`src/rtl/gobou_pkg.sv`:
```
// Shared definitions for the gobou fully-connected controller family:
// parameter defaults, sequencer states and the core-array control word.
package gobou_pkg;

  localparam int CORE_DEF    = 8;
  localparam int DWIDTH_DEF  = 16;
  localparam int LWIDTH_DEF  = 10;
  localparam int IMGSIZE_DEF = 12;
  localparam int NETSIZE_DEF = 14;

  typedef enum logic [1:0] {
    S_WAIT   = 2'd0,
    S_WEIGHT = 2'd1,
    S_BIAS   = 2'd2,
    S_OUTPUT = 2'd3
  } state_e;

  typedef struct packed {
    logic start;
    logic valid;
    logic stop;
  } ctrl_reg;

endpackage

```
`src/rtl/ctrl_bus.sv`:
```
// Start/valid/stop handshake between the layer controller and the MAC core array.
interface ctrl_bus;
  logic start;
  logic valid;
  logic stop;

  modport in  (input  start, input  valid, input  stop);
  modport out (output start, output valid, output stop);
endinterface

```
`src/rtl/fc_serial_cnt.sv`:
```
// Result serialiser counter: runs 1..CORE after each load and gates image
// writes to the number of neurons still owed in the current group.
module fc_serial_cnt
  import gobou_pkg::*;
#(
  parameter int CORE   = CORE_DEF,
  parameter int LWIDTH = LWIDTH_DEF
) (
  input  logic              clk,
  input  logic              rst,
  input  logic              clr,
  input  logic              load,
  input  logic [LWIDTH-1:0] remaining,
  output logic              wr_en,
  output logic              last
);

  localparam int                CW     = $clog2(CORE) + 1;
  localparam logic [CW-1:0]     CORE_C = CW'(CORE);
  localparam logic [LWIDTH-1:0] CORE_L = LWIDTH'(CORE);

  logic [CW-1:0] cnt_q, cnt_d;
  logic [CW-1:0] active;

  always_comb begin
    active = (remaining >= CORE_L) ? CORE_C : remaining[CW-1:0];
    cnt_d  = cnt_q;
    if (clr) begin
      cnt_d = '0;
    end else if (load) begin
      cnt_d = CW'(1);
    end else if (cnt_q == CORE_C) begin
      cnt_d = '0;
    end else if (cnt_q != '0) begin
      cnt_d = cnt_q + CW'(1);
    end
  end

  always_ff @(posedge clk or posedge rst) begin
    if (rst) begin
      cnt_q <= '0;
    end else begin
      cnt_q <= cnt_d;
    end
  end

  assign wr_en = (cnt_q != '0) && (cnt_q <= active);
  assign last  = (cnt_q == CORE_C);

endmodule

```
`src/rtl/fc_ctrl_core.sv`:
```
// Layer sequencer for the gobou FC engine: streams weights/activations to CORE
// MAC cores group by group, optionally loads bias and writes results back.
module fc_ctrl_core
  import gobou_pkg::*;
#(
  parameter int CORE    = CORE_DEF,
  parameter int DWIDTH  = DWIDTH_DEF,
  parameter int LWIDTH  = LWIDTH_DEF,
  parameter int IMGSIZE = IMGSIZE_DEF,
  parameter int NETSIZE = NETSIZE_DEF
) (
  input  logic                     clk,
  input  logic                     rst,
  ctrl_bus.in                      in_ctrl,
  ctrl_bus.out                     out_ctrl,
  input  logic                     req,
  input  logic                     abort,
  input  logic                     bias_en,
  input  logic                     img_we,
  input  logic [IMGSIZE-1:0]       input_addr,
  input  logic [IMGSIZE-1:0]       output_addr,
  input  logic signed [DWIDTH-1:0] write_img,
  input  logic signed [DWIDTH-1:0] write_result,
  input  logic [$clog2(CORE):0]    net_we,
  input  logic [NETSIZE-1:0]       net_addr,
  input  logic [LWIDTH-1:0]        total_out,
  input  logic [LWIDTH-1:0]        total_in,
  output logic                     ack,
  output logic                     mem_img_we,
  output logic [IMGSIZE-1:0]       mem_img_addr,
  output logic signed [DWIDTH-1:0] write_mem_img,
  output logic [CORE-1:0]          mem_net_we,
  output logic [NETSIZE-1:0]       mem_net_addr,
  output logic                     breg_we,
  output logic                     serial_we,
  output logic [CORE-1:0]          core_mask
);

  localparam int                CW     = $clog2(CORE) + 1;
  localparam logic [CW-1:0]     CORE_C = CW'(CORE);
  localparam logic [LWIDTH-1:0] CORE_L = LWIDTH'(CORE);

  function automatic logic [CW-1:0] active_of(input logic [LWIDTH-1:0] rem);
    return (rem >= CORE_L) ? CORE_C : rem[CW-1:0];
  endfunction

  function automatic logic [CORE-1:0] mask_of(input logic [CW-1:0] act);
    logic [CORE-1:0] m;
    for (int i = 0; i < CORE; i++) m[i] = (CW'(i) < act);
    return m;
  endfunction

  state_e               state_q, state_d;
  logic                 ack_q, ack_d;
  ctrl_reg              ctrl_q, ctrl_d;
  logic                 breg_we_q, breg_we_d;
  logic                 serial_we_q, serial_we_d;
  logic [CORE-1:0]      mem_net_we_q, mem_net_we_d;
  logic [NETSIZE-1:0]   net_host_q, net_host_d;
  logic [CORE-1:0]      core_mask_q, core_mask_d;
  logic [IMGSIZE-1:0]   in_off_q, in_off_d;
  logic [IMGSIZE-1:0]   out_off_q, out_off_d;
  logic [NETSIZE-1:0]   net_off_q, net_off_d;
  logic [LWIDTH-1:0]    total_in_q, total_in_d;
  logic [LWIDTH-1:0]    total_out_q, total_out_d;
  logic                 bias_en_q, bias_en_d;
  logic [LWIDTH-1:0]    in_cnt_q, in_cnt_d;
  logic [NETSIZE-1:0]   net_cnt_q, net_cnt_d;
  logic [LWIDTH-1:0]    count_out_q, count_out_d;
  logic [IMGSIZE-1:0]   out_cnt_q, out_cnt_d;

  logic                 abort_hit;
  logic                 ser_wr, ser_last;
  logic [LWIDTH-1:0]    rem_cur, rem_nxt;
  logic [LWIDTH:0]      reach_out;

  assign abort_hit = abort && (state_q != S_WAIT);
  assign rem_cur   = total_out_q - count_out_q;
  assign rem_nxt   = rem_cur - CORE_L;
  // One extra bit so count_out + CORE cannot wrap near the top of LWIDTH.
  assign reach_out = {1'b0, count_out_q} + {1'b0, CORE_L};

  fc_serial_cnt #(
    .CORE   (CORE),
    .LWIDTH (LWIDTH)
  ) u_serial_cnt (
    .clk       (clk),
    .rst       (rst),
    .clr       (abort_hit),
    .load      (serial_we_q),
    .remaining (rem_cur),
    .wr_en     (ser_wr),
    .last      (ser_last)
  );

  always_comb begin
    state_d     = state_q;
    ack_d       = ack_q;
    ctrl_d      = '0;
    breg_we_d   = 1'b0;
    serial_we_d = 1'b0;
    core_mask_d = core_mask_q;
    in_off_d    = in_off_q;
    out_off_d   = out_off_q;
    net_off_d   = net_off_q;
    total_in_d  = total_in_q;
    total_out_d = total_out_q;
    bias_en_d   = bias_en_q;
    in_cnt_d    = in_cnt_q;
    net_cnt_d   = net_cnt_q;
    count_out_d = count_out_q;
    out_cnt_d   = out_cnt_q;
    net_host_d  = net_addr;

    case (state_q)
      S_WAIT: begin
        if (req && ack_q) begin
          total_in_d  = total_in;
          total_out_d = total_out;
          bias_en_d   = bias_en;
          in_off_d    = input_addr;
          out_off_d   = output_addr;
          net_off_d   = net_addr;
          if (total_in != '0 && total_out != '0) begin
            state_d      = S_WEIGHT;
            ack_d        = 1'b0;
            ctrl_d.start = 1'b1;
            in_cnt_d     = '0;
            core_mask_d  = mask_of(active_of(total_out));
          end
        end
      end
      S_WEIGHT: begin
        ctrl_d.valid = 1'b1;
        net_cnt_d    = net_cnt_q + NETSIZE'(1);
        in_cnt_d     = in_cnt_q + LWIDTH'(1);
        if (in_cnt_q == total_in_q - LWIDTH'(1)) begin
          in_cnt_d = '0;
          if (bias_en_q) begin
            state_d = S_BIAS;
          end else begin
            state_d     = S_OUTPUT;
            ctrl_d.stop = 1'b1;
          end
        end
      end
      S_BIAS: begin
        ctrl_d.valid = 1'b1;
        ctrl_d.stop  = 1'b1;
        breg_we_d    = 1'b1;
        net_cnt_d    = net_cnt_q + NETSIZE'(1);
        state_d      = S_OUTPUT;
      end
      S_OUTPUT: begin
        serial_we_d = in_ctrl.start;
        if (ser_wr) out_cnt_d = out_cnt_q + IMGSIZE'(1);
        if (ser_last) begin
          if (reach_out >= {1'b0, total_out_q}) begin
            state_d     = S_WAIT;
            ack_d       = 1'b1;
            net_cnt_d   = '0;
            count_out_d = '0;
          end else begin
            state_d      = S_WEIGHT;
            ctrl_d.start = 1'b1;
            count_out_d  = count_out_q + CORE_L;
            core_mask_d  = mask_of(active_of(rem_nxt));
          end
        end
      end
      default: state_d = S_WAIT;
    endcase

    if (abort_hit) begin
      state_d     = S_WAIT;
      ack_d       = 1'b1;
      ctrl_d      = '0;
      breg_we_d   = 1'b0;
      serial_we_d = 1'b0;
      in_cnt_d    = '0;
      net_cnt_d   = '0;
      count_out_d = '0;
    end

    if (ack_d && !ack_q) out_cnt_d = '0;

    // Host net writes only land while the controller stays idle.
    mem_net_we_d = '0;
    if (state_q == S_WAIT && state_d == S_WAIT) begin
      for (int i = 0; i < CORE; i++) mem_net_we_d[i] = (net_we == CW'(i + 1));
    end
  end

  always_ff @(posedge clk or posedge rst) begin
    if (rst) begin
      state_q      <= S_WAIT;
      ack_q        <= 1'b1;
      ctrl_q       <= '0;
      breg_we_q    <= 1'b0;
      serial_we_q  <= 1'b0;
      mem_net_we_q <= '0;
      net_host_q   <= '0;
      core_mask_q  <= '1;
      in_off_q     <= '0;
      out_off_q    <= '0;
      net_off_q    <= '0;
      total_in_q   <= '0;
      total_out_q  <= '0;
      bias_en_q    <= 1'b0;
      in_cnt_q     <= '0;
      net_cnt_q    <= '0;
      count_out_q  <= '0;
      out_cnt_q    <= '0;
    end else begin
      state_q      <= state_d;
      ack_q        <= ack_d;
      ctrl_q       <= ctrl_d;
      breg_we_q    <= breg_we_d;
      serial_we_q  <= serial_we_d;
      mem_net_we_q <= mem_net_we_d;
      net_host_q   <= net_host_d;
      core_mask_q  <= core_mask_d;
      in_off_q     <= in_off_d;
      out_off_q    <= out_off_d;
      net_off_q    <= net_off_d;
      total_in_q   <= total_in_d;
      total_out_q  <= total_out_d;
      bias_en_q    <= bias_en_d;
      in_cnt_q     <= in_cnt_d;
      net_cnt_q    <= net_cnt_d;
      count_out_q  <= count_out_d;
      out_cnt_q    <= out_cnt_d;
    end
  end

  always_comb begin
    mem_img_we    = 1'b0;
    mem_img_addr  = '0;
    write_mem_img = write_img;
    mem_net_addr  = net_host_q;
    case (state_q)
      S_WAIT: begin
        mem_img_we   = img_we;
        mem_img_addr = img_we ? input_addr : '0;
      end
      S_WEIGHT: begin
        mem_img_addr = in_off_q + IMGSIZE'(in_cnt_q);
        mem_net_addr = net_off_q + net_cnt_q;
      end
      S_BIAS: begin
        mem_net_addr = net_off_q + net_cnt_q;
      end
      S_OUTPUT: begin
        mem_img_we    = ser_wr;
        mem_img_addr  = out_off_q + out_cnt_q;
        write_mem_img = write_result;
      end
      default: ;
    endcase
  end

  assign ack            = ack_q;
  assign out_ctrl.start = ctrl_q.start;
  assign out_ctrl.valid = ctrl_q.valid;
  assign out_ctrl.stop  = ctrl_q.stop;
  assign breg_we        = breg_we_q;
  assign serial_we      = serial_we_q;
  assign mem_net_we     = mem_net_we_q;
  assign core_mask      = core_mask_q;

endmodule

```
`src/flat_wrapper.sv`:
```
// flat-port wrapper written by rule: the top's interface ports become plain ports
module fc_ctrl_core_flat import gobou_pkg::*;
#(
  parameter int CORE    = CORE_DEF,
  parameter int DWIDTH  = DWIDTH_DEF,
  parameter int LWIDTH  = LWIDTH_DEF,
  parameter int IMGSIZE = IMGSIZE_DEF,
  parameter int NETSIZE = NETSIZE_DEF
)
  (clk, rst, req, abort, bias_en, img_we, input_addr, output_addr, write_img, write_result, net_we, net_addr, total_out, total_in, ack, mem_img_we, mem_img_addr, write_mem_img, mem_net_we, mem_net_addr, breg_we, serial_we, core_mask, in_ctrl_start, in_ctrl_valid, in_ctrl_stop, out_ctrl_start, out_ctrl_valid, out_ctrl_stop);
  ctrl_bus in_ctrl_i ();
  ctrl_bus out_ctrl_i ();
  input  logic clk;
  input  logic rst;
  input  logic req;
  input  logic abort;
  input  logic bias_en;
  input  logic img_we;
  input  logic [IMGSIZE-1:0] input_addr;
  input  logic [IMGSIZE-1:0] output_addr;
  input  logic signed [DWIDTH-1:0] write_img;
  input  logic signed [DWIDTH-1:0] write_result;
  input  logic [$clog2(CORE):0] net_we;
  input  logic [NETSIZE-1:0] net_addr;
  input  logic [LWIDTH-1:0] total_out;
  input  logic [LWIDTH-1:0] total_in;
  output logic ack;
  output logic mem_img_we;
  output logic [IMGSIZE-1:0] mem_img_addr;
  output logic signed [DWIDTH-1:0] write_mem_img;
  output logic [CORE-1:0] mem_net_we;
  output logic [NETSIZE-1:0] mem_net_addr;
  output logic breg_we;
  output logic serial_we;
  output logic [CORE-1:0] core_mask;
  input wire logic [$bits(in_ctrl_i.start)-1:0] in_ctrl_start;
  input wire logic [$bits(in_ctrl_i.valid)-1:0] in_ctrl_valid;
  input wire logic [$bits(in_ctrl_i.stop)-1:0] in_ctrl_stop;
  output wire logic [$bits(out_ctrl_i.start)-1:0] out_ctrl_start;
  output wire logic [$bits(out_ctrl_i.valid)-1:0] out_ctrl_valid;
  output wire logic [$bits(out_ctrl_i.stop)-1:0] out_ctrl_stop;
  assign in_ctrl_i.start = in_ctrl_start;
  assign in_ctrl_i.valid = in_ctrl_valid;
  assign in_ctrl_i.stop = in_ctrl_stop;
  assign out_ctrl_start = out_ctrl_i.start;
  assign out_ctrl_valid = out_ctrl_i.valid;
  assign out_ctrl_stop = out_ctrl_i.stop;
  fc_ctrl_core #(.CORE(CORE), .DWIDTH(DWIDTH), .LWIDTH(LWIDTH), .IMGSIZE(IMGSIZE), .NETSIZE(NETSIZE)) u_core (.clk(clk), .rst(rst), .in_ctrl(in_ctrl_i), .out_ctrl(out_ctrl_i), .req(req), .abort(abort), .bias_en(bias_en), .img_we(img_we), .input_addr(input_addr), .output_addr(output_addr), .write_img(write_img), .write_result(write_result), .net_we(net_we), .net_addr(net_addr), .total_out(total_out), .total_in(total_in), .ack(ack), .mem_img_we(mem_img_we), .mem_img_addr(mem_img_addr), .write_mem_img(write_mem_img), .mem_net_we(mem_net_we), .mem_net_addr(mem_net_addr), .breg_we(breg_we), .serial_we(serial_we), .core_mask(core_mask));
endmodule
```
`config.mk`:
```
export PLATFORM = sky130hd
export DESIGN_NAME = fc_ctrl_core_flat
export DESIGN_NICKNAME = d
export VERILOG_FILES = /design/src/rtl/gobou_pkg.sv /design/src/rtl/ctrl_bus.sv /design/src/rtl/fc_serial_cnt.sv /design/src/rtl/fc_ctrl_core.sv /design/src/flat_wrapper.sv
export SDC_FILE = /design/constraint.sdc
export NUM_CORES = 1
export LEC_CHECK = 0
export CORE_MARGIN = 10
export CORE_UTILIZATION = 38
export DETAILED_ROUTE_END_ITERATION = 10
export MAX_ROUTING_LAYER = met4
export SYNTH_ARGS = -nofsm -noshare
export SYNTH_HDL_FRONTEND = slang
export SYNTH_SLANG_ARGS = --single-unit
```
`constraint.sdc`:
```
create_clock -name clk -period 4.7 [get_ports clk]
set_input_delay 0.94 -clock clk [delete_from_list [all_inputs] [get_ports clk]]
set_output_delay 0.94 -clock clk [all_outputs]
set_load 0.02 [all_outputs]
```
==> flow_summary_export.csv <==
group,metric,value,unit
final_layout,layout-drive-gt1-share,17.28,%
timing,setup_viol,1,
place,gp_congestion,0.8549,
global_routing,grt_usage,16.22,%
global_routing,grt_first_pass_wirelength,40090,um
cts,cts_tree,"built",
hold_path,hold_class,"register to register",
synthesis,ys_top_cells_by_area,"dfrtp_1, mux2_2, ha_1",
timing,fin_ws,-0.04471,ns
global_routing,antenna_found_initial,0,
synthesis,yosys_warnings,0,
synthesis,ys_async_sr_fraction,100.0,%
die,die_w,176.8,um
synthesis,ys_seq_elements,144,
worst_setup_path,max_stage_delay,0.39,ns
die,initial_core_util,38.54,%
global_routing,grt_overflow_total,0,
die,num_rows,57,
die,die_h,176.8,um
worst_setup_path,cp_data_arrival_time,3.80,ns
timing,worst_pin_slew,0.7866,ns
synthesis,synth.cell_area,9346,um2
routing,vias,7876,
final_layout,finalNetCount,1329,
job,drv_cap,0,
cts,clock-sinks,144,
synthesis,synthesis.instances,962,
routing,routedWlPerCell,16.94,um
timing,timing.slew.headroom,47.56,%
synthesis,synth_edf_count,0,
routing,routed_wl,25310,um
outcome,violations,"negative setup slack",
worst_setup_path,cpMaxStageDelayCell,"dfrtp_1",
cts,cts_buffers,17,
place,place_inst,1457,
cts,clk_path_buf_depth,2,
routing,drtPass1Iterations,5,
cts,clk-insertion-delay-late,0.43,ns
power,powerDensity,554.4,nW/um2
place,dpl_cell_area,11590,um2
power,peakVddDrop,0.3676,mV
cts,path_clk_slew,0.06,ns
routing,first_iter_violations,464,
place,dp_slack,-0.1633,ns
routing,drc_errors,0,
timing,max_freq,0.2108,GHz
place,portBuffers,165,
timing,finalHoldViolCount,0,
timing,finalClockSkew,0.009382,ns
die,coreArea,24250,um2
worst_setup_path,crit_type,"register to output port",
routing,detail-route-antenna-nets,0,
final_layout,fin_area,12270,um2
worst_setup_path,start_kind,"register",
final_layout,finalNonFillerCells,1494,
worst_setup_path,end_kind,"output port",
synthesis,synth_top_area_share,36.14,%
synthesis,post_synth.cell_area_avg,9.716,um2
synthesis,yosys_most_used_dff,"dfrtp_1",
die,dieArea,31270,um2
timing,rsz0062_at_grt,"yes",
worst_setup_path,worstPathCellList,"inv_2 -> ha_4 -> xnor3_1 -> or3_4 -> a311oi_2 -> o22a_2 -> o211ai_1 -> a21oi_2 -> nand2_1 -> ha_1 -> nor2b_4 -> o21a_1 -> o21a_1 -> o21ai_2 -> a21oi_2 -> nor2_2 -> buf_6",
synthesis,synth_fp_nets,1134,
global_routing,first_global_vias,7580,
place,dp.final_hpwl,18720,um
cts,hold_buffers,0,
synthesis,yosys.cell_types.count,82,
outcome,status,"finished, violations left",
global_routing,grt_max_degree,145,
die,io_pins,168,
synthesis,synth_top_cell_by_area,"dfrtp_1",
final_layout,syn2layout_area_growth,31.30,%
routing,vias_per_cell,5.272,
timing,slew_violations,0,
cts,htreeDepth,4,
worst_setup_path,crit_fanout,3,
timing,finalCritPeriodShare,101.0,%
worst_setup_path,worstPathRequired,3.76,ns
power,power.leakage,0.005284,uW
timing,fin_crit,4.745,ns
cts,root_buffer,"clkbuf_16",
synthesis,seq_area_frac_synth,38.67,%
-- cells in the final DEF (no fill, tap or decap), types with 7 or more instances in the layout --
cell               n
a21o_1             7
a21oi_1           39
a31oi_1           17
a32o_1             8
and2_1            10
and3_1            10
buf_4             41
clkbuf_16         17
clkdlybuf4s50_1  162
dfrtp_1          135
dfstp_2            9
ha_1              64
inv_1             40
mux2_2            84
mux2i_1            8
nand2_1           76
nand2b_1           9
nand3_1           42
nand4_1           14
nor2_1            79
nor2b_1           10
nor3_1            26
o21a_1             9
o21ai_0           32
o21ai_1           16
o31ai_1           11
or3_1              8
xnor2_1           33
xor2_1            27
-- path summary, 6_finish.rpt --
path / startpoint / to / slack, ns / cells past startpoint
min reg2reg: u_core.core_mask[4] / u_core.core_mask[4] / 0.46 / 2
min: u_core.core_mask[4] / u_core.core_mask[4] / 0.46 / 2
min in group asynchronous: rst / u_core.total_out_q[6] / 1.10 / 3
max: u_core.count_out_q[8] / mem_img_we / -0.04 / 17
max reg2reg: u_core.count_out_q[8] / u_core.out_cnt_q[9] / 0.49 / 19
max in group asynchronous: rst / u_core.in_off_q[6] / 3.03 / 3
-- repair_timing --
| action | CTS | global route |
|---|---|---|
| setup buffers | 0 | 5 |
| resized for setup | 13 | 5 |
| pin swaps | 0 | 8 |
| setup endpoints to repair | 2 | 3 |
-- where the power goes --
| group | total [uW] | internal [uW] | switching, uW |
|---|---|---|---|
| registers | 1940 | 1610 | 329 |
| logic | 3470 | 1690 | 1780 |
| clock network | 1400 | 805 | 592 |
-- cell families after synthesis --
| logic type | synth area share, % |
|---|---|
| compound gates | 14.52 |
| xor+xnor | 6.104 |
| simple gates | 16.83 |
| mux | 11.10 |
| fa+ha+maj | 9.478 |
| buf+inv | 3.213 |
| other cells | 0.08035 |
| flops | 38.67 |
-- critical path, delay by kind of cell, from the launching register on --
kind / cells / cell delay, ns
compound gates: 8 / 1.37
xor+xnor: 1 / 0.20
simple gates: 4 / 0.73
buf+inv: 2 / 0.23
fa+ha+maj: 2 / 0.46
flops: 1 / 0.39
-- per-stage QoR --
stage / util, % / setup TNS, ns / hold WS (ns) / power (uW)
5_1_grt: 50.60 / -0.2494 / 0.4796 / 7302
6_report: 50.61 / -0.04471 / 0.4629 / 6804
4_1_cts: 50.35 / -0.02892 / 0.4643 / 6820
3_3_place_gp: 47.81 / -0.1422 / 0.4593 / 5334
3_5_place_dp: 47.81 / -0.1633 / 0.4502 / 5375
2_1_floorplan: - / 0 / 0.4701 / 4202
-- flip-flops by register name (all words and copies together), names as in the netlist, 2 cells and up --
name and cells:
u_core.total_out_q 10, u_core.net_off_q 14, u_core.state_q 2, u_core.net_cnt_q 14, u_core.in_off_q 12, u_core.core_mask 8, u_core.u_serial_cnt.cnt_q 4, u_core.count_out_q 7
u_core.out_off_q 12, u_core.total_in_q 10, u_core.in_cnt_q 10, u_core.net_host_q 14, u_core.mem_net_we 8, u_core.out_cnt_q 12
-- cell usage after synthesis (14+ instances only) --
| cell type | number |
|---|---|
| mux2_2 | 84 |
| o21ai_0 | 32 |
| nor2_1 | 80 |
| nand2_1 | 76 |
| dfrtp_1 | 135 |
| o21ai_1 | 17 |
| clkbuf_1 | 20 |
| nand3_1 | 43 |
| a21oi_1 | 40 |
| xor2_1 | 27 |
| nand4_1 | 14 |
| a31oi_1 | 17 |
| inv_1 | 42 |
| nor3_1 | 26 |
| xnor2_1 | 33 |
| ha_1 | 66 |
-- final cells by class --
cell class,instances,area [um2]
Inverter,45,172.7
Sequential cell,144,3615
Antenna cell,1,2.502
Timing Repair Buffer,208,2002
Tap cell,324,405.4
Multi-Input combinational cell,741,5482
Clock buffer,18,439.2
Fill cell,2311,11980
Clock inverter,13,153.9
-- layer usage --
| metal | track usage, % | share of wire, % | vias up |
|---|---|---|---|
| li1 | - | - | 3902 |
| met1 | 22.34 | 50 | 3785 |
| met2 | 23.81 | 45 | 179 |
| met3 | 3.414 | 4.4 | 10 |
| met4 | 3.958 | 0.60 | 0 |
| met5 | - | 0 | - |
Power figures use the tool's default switching activity.
